`src/rtl/pipeline_hazard_ctrl.sv`:
```
// Pipeline stall/flush controller: per-stage stall arbitration, exception and
// ERET redirect, multi-cycle flush hold and a stall-duration watchdog.
module pipeline_hazard_ctrl #(
  parameter int unsigned       STAGES     = 6,
  parameter int unsigned       ADDR_W     = 32,
  parameter int unsigned       EXC_W      = 32,
  parameter logic [EXC_W-1:0]  ERET_CODE  = EXC_W'(32'h0000000e),
  parameter logic [ADDR_W-1:0] VEC_OFFSET = ADDR_W'(32'h00000180),
  parameter logic [ADDR_W-1:0] IDLE_ADDR  = ADDR_W'(32'h80000000),
  parameter int unsigned       FLUSH_HOLD = 1,
  parameter int unsigned       WDOG_MAX   = 1023,
  localparam int unsigned      CNT_W      = $clog2(WDOG_MAX + 1)
) (
  input  logic              clk,
  input  logic              rst,
  input  logic [STAGES-1:0] stall_req_i,
  input  logic [EXC_W-1:0]  exc_type_i,
  input  logic              tlbmiss_i,
  input  logic [ADDR_W-1:0] epc_i,
  input  logic [ADDR_W-1:0] ebase_i,
  output logic [STAGES-1:0] stall_o,
  output logic              flush_o,
  output logic              redirect_o,
  output logic [ADDR_W-1:0] exc_addr_o,
  output logic [CNT_W-1:0]  stall_cnt_o,
  output logic              wdog_o
);

  localparam int unsigned HOLD_W = (FLUSH_HOLD > 1) ? $clog2(FLUSH_HOLD) : 1;
  localparam logic [CNT_W-1:0] CNT_MAX = CNT_W'(WDOG_MAX);

  typedef enum logic {ST_RUN, ST_FLUSH} state_t;

  state_t            state, state_nxt;
  logic [HOLD_W-1:0] hold, hold_nxt;
  logic [ADDR_W-1:0] addr_lat, addr_nxt;
  logic [ADDR_W-1:0] exc_tgt;
  logic [CNT_W-1:0]  stall_cnt;

  // Output decode and next-state: flush hold, exception priority, stall OR-chain.
  always_comb begin
    stall_o    = '0;
    flush_o    = 1'b0;
    redirect_o = 1'b0;
    exc_addr_o = IDLE_ADDR;
    state_nxt  = state;
    hold_nxt   = hold;
    addr_nxt   = addr_lat;
    exc_tgt    = IDLE_ADDR;
    if (rst) begin
      if (state == ST_FLUSH) begin
        flush_o    = 1'b1;
        exc_addr_o = addr_lat;
        hold_nxt   = hold - HOLD_W'(1);
        if (hold <= HOLD_W'(1)) begin
          state_nxt = ST_RUN;
        end
      end else if (tlbmiss_i || (exc_type_i != '0)) begin
        if (tlbmiss_i) begin
          exc_tgt = ebase_i;
        end else if (exc_type_i == ERET_CODE) begin
          exc_tgt = epc_i;
        end else begin
          exc_tgt = ebase_i + VEC_OFFSET;
        end
        flush_o    = 1'b1;
        redirect_o = 1'b1;
        exc_addr_o = exc_tgt;
        if (FLUSH_HOLD > 1) begin
          addr_nxt  = exc_tgt;
          hold_nxt  = HOLD_W'(FLUSH_HOLD - 1);
          state_nxt = ST_FLUSH;
        end
      end else begin
        for (int unsigned j = 0; j < STAGES; j++) begin
          stall_o[j] = |(stall_req_i >> j);
        end
      end
    end
  end

  // State, flush hold counter and latched redirect address.
  always_ff @(posedge clk or negedge rst) begin
    if (!rst) begin
      state    <= ST_RUN;
      hold     <= '0;
      addr_lat <= IDLE_ADDR;
    end else begin
      state    <= state_nxt;
      hold     <= hold_nxt;
      addr_lat <= addr_nxt;
    end
  end

  // Consecutive-stall counter with sticky watchdog; stall_o is already zero
  // in FLUSH and exception cycles, so it alone decides increment vs clear.
  always_ff @(posedge clk or negedge rst) begin
    if (!rst) begin
      stall_cnt <= '0;
      wdog_o    <= 1'b0;
    end else if (stall_o != '0) begin
      if (stall_cnt != CNT_MAX) begin
        stall_cnt <= stall_cnt + CNT_W'(1);
      end
      if (stall_cnt >= CNT_MAX - CNT_W'(1)) begin
        wdog_o <= 1'b1;
      end
    end else begin
      stall_cnt <= '0;
    end
  end

  assign stall_cnt_o = stall_cnt;

endmodule

```
`config.mk`:
```
export PLATFORM = sky130hd
export DESIGN_NAME = pipeline_hazard_ctrl
export DESIGN_NICKNAME = d
export VERILOG_FILES = /design/src/rtl/pipeline_hazard_ctrl.sv
export SDC_FILE = /design/constraint.sdc
export NUM_CORES = 1
export LEC_CHECK = 0
export CORE_ASPECT_RATIO = 1.5
export CORE_UTILIZATION = 38
export CTS_BUF_LIST = sky130_fd_sc_hd__clkbuf_4 sky130_fd_sc_hd__clkbuf_8
export CTS_CLUSTER_SIZE = 28
export DETAILED_ROUTE_END_ITERATION = 10
export PLACE_DENSITY = 0.89
export SYNTH_ARGS = -nofsm -noshare
export SYNTH_HDL_FRONTEND = slang
export SYNTH_SLANG_ARGS = --single-unit
```
`constraint.sdc`:
```
create_clock -name clk -period 11.91 [get_ports clk]
set_input_delay 2.9775 -clock clk [delete_from_list [all_inputs] [get_ports clk]]
set_output_delay 2.9775 -clock clk [all_outputs]
set_load 0.05 [all_outputs]
```
### Yosys cells after proc, flatten, opt, wreduce, memory -nomap -nowiden

Index checks and enable logic that the tools add are counted.
Widths: inputs -> output; s select.

| storage, ports and cells | value |
|---|---|
| register bits after elaboration | 13 |
| word-level logic and storage cells | 39 |
| output and inout port bits | 51 |
| input port bits | 105 |

| operators by class | value |
|---|---|
| equal/unequal tests | 3 |
| add/sub/neg operators | 3 |
| reductions and logical operators | 10 |
| mux-type cells | 17 |
| $lt $le $gt $ge | 2 |

Operator list:

| operator | number |
|---|---|
| $mux 32 | 5 |
| $add 32x9->32 const B | 1 |
| $eq 32x4->1 const B | 1 |
| $reduce_bool 32->1 | 1 |
| $mux 10 | 2 |
| $mux 6 | 3 |
| $add 10x1->10 const B | 1 |
| $ge 10x10->1 const B | 1 |
| $ne 10x10->1 const B | 1 |
| $mux 1 | 7 |
| $reduce_bool 6->1 | 1 |
| $reduce_or 6->1 | 1 |
| $reduce_or 5->1 | 1 |
| $reduce_and 2->1 | 2 |
| $reduce_or 4->1 | 1 |
| $reduce_or 3->1 | 1 |
| $ne 2x1->1 const B | 1 |
| $reduce_or 2->1 | 1 |
| $le 1x1->1 const B | 1 |
| $logic_or 1x1->1 | 1 |
| $sub 1x1->1 const B | 1 |

### Longest topological paths before layout

Gate-level depths: netlist (run 1).

| logic depth | value |
|---|---|
| depth in word-level cells | 7 |
| gate-level depth with buffers | 8 |
| mapped depth without buffers | 7 |

### Worst setup path after synthesis (run 1)

Ideal clock, no wire load.

| timing path | value |
|---|---|
| kind | input-to-output |
| start point | input port exc_type_i[0] |
| end point | output port exc_addr_o[8] |
| required time | 8.932 ns |
| path slack | 2.276 ns |
| data arrival time | 6.656 ns |
| stages | 6 |
| cell sequence | nor4_1 nand4_1 nor3_1 buf_6 nor3b_1 a2111oi_0 |

| between the ends | value |
|---|---|
| word-level cells in the longest chain between the ends | 6 |
| elaborated cells between the ends (all ways) | 8 |
| those cells by class | 1 x eq/ne; 5 x mux; 2 x reduce/logical |

Ends and longest elaborated chain:

| element | line | source |
|---|---|---|
| from (decl) | 17 | `input logic [EXC_W-1:0] exc_type_i,` |
| $eq 32x4->1 | 61 | `end else if (exc_type_i == ERET_CODE) begin` |
| $mux 32 | 61 |  |
| $mux 32 | 59 | `if (tlbmiss_i) begin` |
| $mux 32 * | 58 | `end else if (tlbmiss_i \|\| (exc_type_i != '0)) begin` |
| $mux 32 * | 51 | `if (state == ST_FLUSH) begin` |
| $mux 32 * | 50 | `if (rst) begin` |
| to (decl) | 24 | `output logic [ADDR_W-1:0] exc_addr_o,` |

Every way passes the cells marked *; elsewhere a longest branch is shown, timed or not.

### Worst setup path after layout (run 1)

| timing path | value |
|---|---|
| start point | input port ebase_i[7] |
| end point | output port exc_addr_o[29] |

| between the ends | value |
|---|---|
| word-level cells in the longest chain between the ends | 6 |

Ends and longest elaborated chain:

| element | line | source |
|---|---|---|
| from (decl) | 20 | `input logic [ADDR_W-1:0] ebase_i,` |
| $add 32x9->32 | 64 | `exc_tgt = ebase_i + VEC_OFFSET;` |
| $mux 32 | 61 |  |
| $mux 32 | 59 |  |
| $mux 32 | 58 |  |
| $mux 32 | 51 |  |
| $mux 32 | 50 |  |

Every way passes these cells.

==> results of run 1 <==
Yosys cell counts, types with 6 or more instances:
cell / instances / area [um2]
nand2_1: 43 / 161
nand3b_1: 19 / 143
nor4_1: 12 / 75.1
clkbuf_1: 14 / 52.6
nand4_1: 10 / 62.6
nor3_1: 10 / 50.1
a41oi_1: 9 / 78.8
a21oi_1: 8 / 40.0
dfrtp_1: 11 / 275
a31oi_1: 11 / 68.8
nand3_1: 20 / 100
inv_1: 11 / 41.3
nor2b_1: 6 / 37.5
or4_1: 20 / 150
nor2_1: 22 / 82.6
o21ai_0: 20 / 100
final cells by class:
class,instances,area (um2),share of cell area [%]
Multi-Input combinational cell,261,1620,44.4
Timing Repair Buffer,160,1580,43.3
Sequential cell,11,275,7.53
Tap cell,68,85.1,2.33
Clock buffer,4,48.8,1.33
Inverter,11,41.3,1.13
critical path, cell delays in order:
cell	delay (ns)
clkdlybuf4s50_1	0.56
inv_1	0.09
ha_1	0.22
nand3b_4	0.19
or4_1	0.64
or4_1	0.48
or4_1	0.44
a41oi_2	0.17
clkdlybuf4s50_1	0.82
registers in the layout (all words and copies together), names as in the netlist:
| signal | flops |
|---|---|
| stall_cnt_o | 10 |
| wdog_o | 1 |
metal layers:
metal	share of wire, %	vias up	global-route usage (%)
li1	-	1457	-
met1	36	1409	31.2
met2	53	178	54.1
met3	8.2	28	6.90
met4	2.6	0	8.33
met5	0	-	0
power breakdown:
| part | internal, mW | switching (mW) | leakage, nW |
|---|---|---|---|
| registers | 0.0374 | 0.00000000000101 | 0.149 |
| logic | 0.0519 | 0.0556 | 1.07 |
| clock network | 0.0258 | 0.0146 | 0.0262 |
| total | 0.115 | 0.0702 | 1.24 |
cell families (layout without fill, tap and decap cells):
family	after synthesis	in the layout	share of synthesized area, %
DFF	11	11	13.2
muxes	1	1	0.482
xor gates and xnor gates	6	6	2.53
adders and majority gates	3	3	1.81
and+or+nand+nor	183	183	49.9
AOI/OAI and AO/OA	68	68	22.4
buffers and inverters	37	175	9.63
metrics by stage:
step | total power, mW | cells
after CTS | 0.186 | 515
after detailed placement | 0.145 | 511
after global routing | 0.194 | 515
after floorplan | 0.0875 | 309
after global placement | 0.143 | 511
final | 0.185 | 515
how the worst max path moves through the flow:
stage,endpoint,depth (start not counted)
6_report,exc_addr_o[29],9
5_1_grt,exc_addr_o[29],9
4_1_cts,exc_addr_o[29],9
3_5_place_dp,exc_addr_o[29],9
3_3_place_gp,exc_addr_o[29],9
2_1_floorplan,exc_addr_o[8],6
==> results.tsv, run 1 <==
stage	metric	value	unit
logic_synthesis	register area share after synthesis	13.2	%
detailed_routing	DRT iter0 DRCs	147	
sta	clock skew	0.000897	ns
detailed_routing	drt drc	0	
grt	initial antenna violation count	0	
place	DP Wirelength	6240	um
sta	fmax	105	MHz
logic_synthesis	Post-synth EDFFs	0	
place	Post-DP Area	3610	um2
setup_path	Crit path arrival time	6.59	ns
die	placeable core area	5200	um2
setup_path	R2R cell count	4	
detailed_routing	drt via density	5.97	
setup_path	Reg2Reg Setup Slack	10.24	ns
cts	CTS tree	done	
run	Max Cap Violations	0	
sta	TNS Setup	0	ns
cts	clock insertion delay at the later pin of the skew report	0.24	ns
place	I/O Buffers	155	
cells_and_area	final cell utilization of the core	70.2	%
place	GP Congestion	0.883	
sta	minimum clock period	9.56	ns
min_path	Min-Delay Path Class	flip-flop to flip-flop	
grt	vias in the first global route	2857	
cts	post_cts resized	0	
setup_path	WP data required	8.93	ns
cts	H-Tree Depth	1	
cells_and_area	commonest non-fill, non-tap cells in the layout	clkdlybuf4s50_1 (154), nand2_1 (43), nor2_1 (22)	
cells_and_area	share of cells above drive strength 1	5.15	%
grt	grt total ovfl	0	
sta	Final Max Tran Viols	0	
outcome	outcome	completed	
sta	setup violators final	0	
detailed_routing	wire per inst	15.9	um
cts	clock buffer depth	2	
die	die width	62.4	um
sta	worst hold slack	0.469	ns
cells_and_area	most common cell after layout, fill and taps aside	clkdlybuf4s50_1	
setup_path	CP Max Fanout	8	
setup_path	Setup crit start kind	input pin	
setup_path	RR Startpoint	stall_cnt_o[3]	
logic_synthesis	synthesized area per cell	6.73	um2
cells_and_area	Final Cell Area	3660	um2
logic_synthesis	FF+latch count, synth	11	
grt	first-pass GRT wire length	13500	um
die	I/O Pins	156	
cells_and_area	ant diodes	0	
setup_path	CP Class	input pin to output port	
cells_and_area	fin nets	556	
die	row count	32	
cells_and_area	number of fill cells in the layout	422	
die	starting density of the core	39.9	%
sta	Final Cycle Share	80.3	%
logic_synthesis	Most used DFF post-synth	dfrtp_1	
cts	clk root buf	clkbuf_8	
cts	Post-CTS Setup Bufs	0	
min_path	Min-Delay Path Depth	2	
min_path	worst hold start	wdog_o	
sta	Slew headroom	55.6	%
logic_synthesis	Yosys warnings	0	
min_path	hold path endpoint	wdog_o	
detailed_routing	antenna-violating nets left	0	
logic_synthesis	post-synthesis net count	417	
sta	Final WS setup	2.35	ns
power_and_ir_drop	worst ir drop on vdd	0.0351	mV
detailed_routing	Routed Wire Length	8200	um
cts	Clock Sinks	11	
logic_synthesis	ys async rst share	100	%
place	pre-CTS WS	2.40	ns
setup_path	CP Capture Type	output port	
setup_path	CP startpoint	ebase_i[7]	
logic_synthesis	count of different cell masters after synthesis	48	
setup_path	FF-to-FF End	stall_cnt_o[1]	
grt	largest net degree at the start of global routing	83	
sta	RSZ-0062 raised after global routing	false	
logic_synthesis	Post-Syn Area	2080	um2
sta	Final Hold Viols	0	
sta	worst slew pin tran	0.666	ns
detailed_routing	drt pass-1 iters	5	
die	DIE AREA	5770	um2
power_and_ir_drop	leak pwr	1.24	nW
die	die height	92.6	um
grt	Tot GR Track Use	28.7	%
cts	Clk pin slew, worst setup/hold paths	0.05	ns
cts	cts hold-fix bufs	0	
power_and_ir_drop	Power Density	50.7	nW/um2
detailed_routing	vias	3072	
cts	TritonCTS buffer count	3	
logic_synthesis	Mapped Cells	309	
cells_and_area	P&R area growth vs syn	75.9	%
No activity file was read; power rests on OpenSTA's default activity.
==> inputs of run 2 (changes only) <==
--- a/config.mk
+++ b/config.mk
@@ -6,11 +6,11 @@
 export NUM_CORES = 1
 export LEC_CHECK = 0
 export CORE_ASPECT_RATIO = 1.5
-export CORE_UTILIZATION = 38
+export CORE_UTILIZATION = 32
 export CTS_BUF_LIST = sky130_fd_sc_hd__clkbuf_4 sky130_fd_sc_hd__clkbuf_8
 export CTS_CLUSTER_SIZE = 28
 export DETAILED_ROUTE_END_ITERATION = 10
-export PLACE_DENSITY = 0.89
+export PLACE_DENSITY = 0.8
 export SYNTH_ARGS = -nofsm -noshare
 export SYNTH_HDL_FRONTEND = slang
 export SYNTH_SLANG_ARGS = --single-unit
==> constraint.sdc (replaced) <==
create_clock -name clk -period 8 [get_ports clk]
set_input_delay 2 -clock clk [delete_from_list [all_inputs] [get_ports clk]]
set_output_delay 2 -clock clk [all_outputs]
set_load 0.05 [all_outputs]
==> run 2 against run 1 <==
Against the previous run: critical path depth unchanged; clock power up 46%; sequential share of layout area about the same; cell count up 1.4%; register-to-register slack worse by 3.9 ns; via count down 3.1%; final area up 0.41%; combinational power up 47%.
==> results.tsv, run 2 (synthesis results as in run 1) <==
stage	metric	value	unit
cts	cts hold-fix bufs	0	
sta	Final Hold Viols	0	
power_and_ir_drop	switching share of power	37.2	%
cells_and_area	fin nets	557	
cts	Clk pin slew, worst setup/hold paths	0.05	ns
setup_path	Setup crit start kind	input pin	
setup_path	CP startpoint	ebase_i[7]	
die	I/O Pins	156	
cells_and_area	max reg flops	10	
grt	initial antenna violation count	0	
setup_path	Reg2Reg Setup Slack	6.38	ns
place	DP Wirelength	6020	um
cells_and_area	area of the multi-input gates	1620	um2
cells_and_area	most common cell after layout, fill and taps aside	clkdlybuf4s50_1	
detailed_routing	antenna-violating nets left	0	
grt	Tot GR Track Use	22.2	%
sta	Slew headroom	57.2	%
detailed_routing	Routed Wire Length	7650	um
setup_path	WP data required	6.00	ns
cts	Clock Sinks	11	
cells_and_area	number of fill cells in the layout	588	
cells_and_area	Reg area	275	um2
die	placeable core area	6220	um2
sta	Final Cycle Share	94.7	%
detailed_routing	vias	2977	
cts	H-Tree Depth	1	
die	starting density of the core	33.4	%
power_and_ir_drop	sequential share of power	20.4	%
die	DIE AREA	6830	um2
outcome	outcome	completed	
detailed_routing	drt via density	5.70	
cts	TritonCTS buffer count	3	
sta	RSZ-0062 raised after global routing	false	
min_path	Min-Delay Path Class	flip-flop to flip-flop	
cells_and_area	share of cells above drive strength 1	5.36	%
grt	first-pass GRT wire length	12200	um
die	die height	101	um
grt	largest net degree at the start of global routing	82	
die	row count	35	
setup_path	CP Class	input pin to output port	
sta	minimum clock period	7.57	ns
setup_path	CP Max Fanout	8	
sta	fmax	132	MHz
detailed_routing	DRT iter0 DRCs	118	
detailed_routing	wire per inst	14.7	um
run	Max Cap Violations	0	
cells_and_area	commonest non-fill, non-tap cells in the layout	clkdlybuf4s50_1 (154), nand2_1 (43), nor2_1 (22)	
power_and_ir_drop	worst ir drop on vdd	0.0382	mV
grt	grt total ovfl	0	
cts	clock insertion delay at the later pin of the skew report	0.24	ns
sta	setup violators final	0	
min_path	worst hold start	wdog_o	
cells_and_area	ant diodes	0	
sta	clock skew	0.00156	ns
power_and_ir_drop	combinational share of power	58.0	%
sta	TNS Setup	0	ns
setup_path	RR Startpoint	stall_cnt_o[3]	
sta	Final Max Tran Viols	0	
setup_path	CP Capture Type	output port	
grt	vias in the first global route	2828	
cells_and_area	final cell utilization of the core	59.0	%
power_and_ir_drop	leak pwr	1.25	nW
place	I/O Buffers	155	
die	die width	67.8	um
cells_and_area	P&R area growth vs syn	76.6	%
cts	post_cts resized	0	
cts	Post-CTS Setup Bufs	0	
detailed_routing	drt drc	0	
cts	clock buffer depth	2	
place	GP Congestion	0.835	
cts	clk root buf	clkbuf_8	
detailed_routing	drt pass-1 iters	4	
power_and_ir_drop	Clock power frac	21.6	%
sta	worst slew pin tran	0.625	ns
power_and_ir_drop	Power Density	74.5	nW/um2
sta	worst hold slack	0.459	ns
power_and_ir_drop	Pint	172	uW
cts	CTS tree	done	
power_and_ir_drop	sw power	102	uW
setup_path	Crit path arrival time	5.57	ns
## run 2: per-stage QoR
stage	worst slack [ns]	cell area, um2	power [mW]	instances
finish	0.427	3670	0.273	522
detailed placement	0.463	3620	0.215	518
floorplan	0.321	2080	0.130	309
CTS	0.439	3670	0.275	522
global placement	0.481	3620	0.214	518
global route	0.306	3670	0.288	522
## run 2: layout make-up
| type | count | share of cell area [%] |
|---|---|---|
| Multi-Input combinational cell | 261 | 44.2 |
| Timing Repair Buffer | 161 | 43.4 |
| Sequential cell | 11 | 7.50 |
| Tap cell | 74 | 2.52 |
| Clock buffer | 4 | 1.33 |
| Inverter | 11 | 1.12 |
## run 2: power groups by stage
stage | registers, mW | clock network, mW | logic [mW]
2_1_floorplan | 0.0567 | 0 | 0.0736
3_3_place_gp | 0.0567 | 0 | 0.157
3_5_place_dp | 0.0567 | 0 | 0.158
4_1_cts | 0.0557 | 0.0601 | 0.159
5_1_grt | 0.0557 | 0.0639 | 0.169
6_report | 0.0558 | 0.0589 | 0.159
## run 2: per-layer routing
metal / track usage [%] / part of all wire, % / vias up
met3: 3.39 / 6.7 / 19
li1: - / - / 1454
met1: 23.9 / 37 / 1373
met4: 8.97 / 3.1 / 0
met5: 0 / 0 / -
met2: 41.1 / 53 / 131
## run 2: worst max-delay path, cell delays in order
cell             delay [ns]
clkdlybuf4s50_1        0.55
inv_1                  0.08
ha_1                   0.22
nand3b_4               0.19
or4_1                  0.64
or4_1                  0.47
or4_1                  0.44
a41oi_2                0.17
clkdlybuf4s50_1        0.82
## run 2: path summary, 6_finish.rpt
kind | end | cells after the start
max | exc_addr_o[29] | 9
min | wdog_o | 2
max reg2reg | stall_cnt_o[1] | 4
min reg2reg | wdog_o | 2
max in group asynchronous | stall_cnt_o[3] | 2
min in group asynchronous | stall_cnt_o[7] | 2
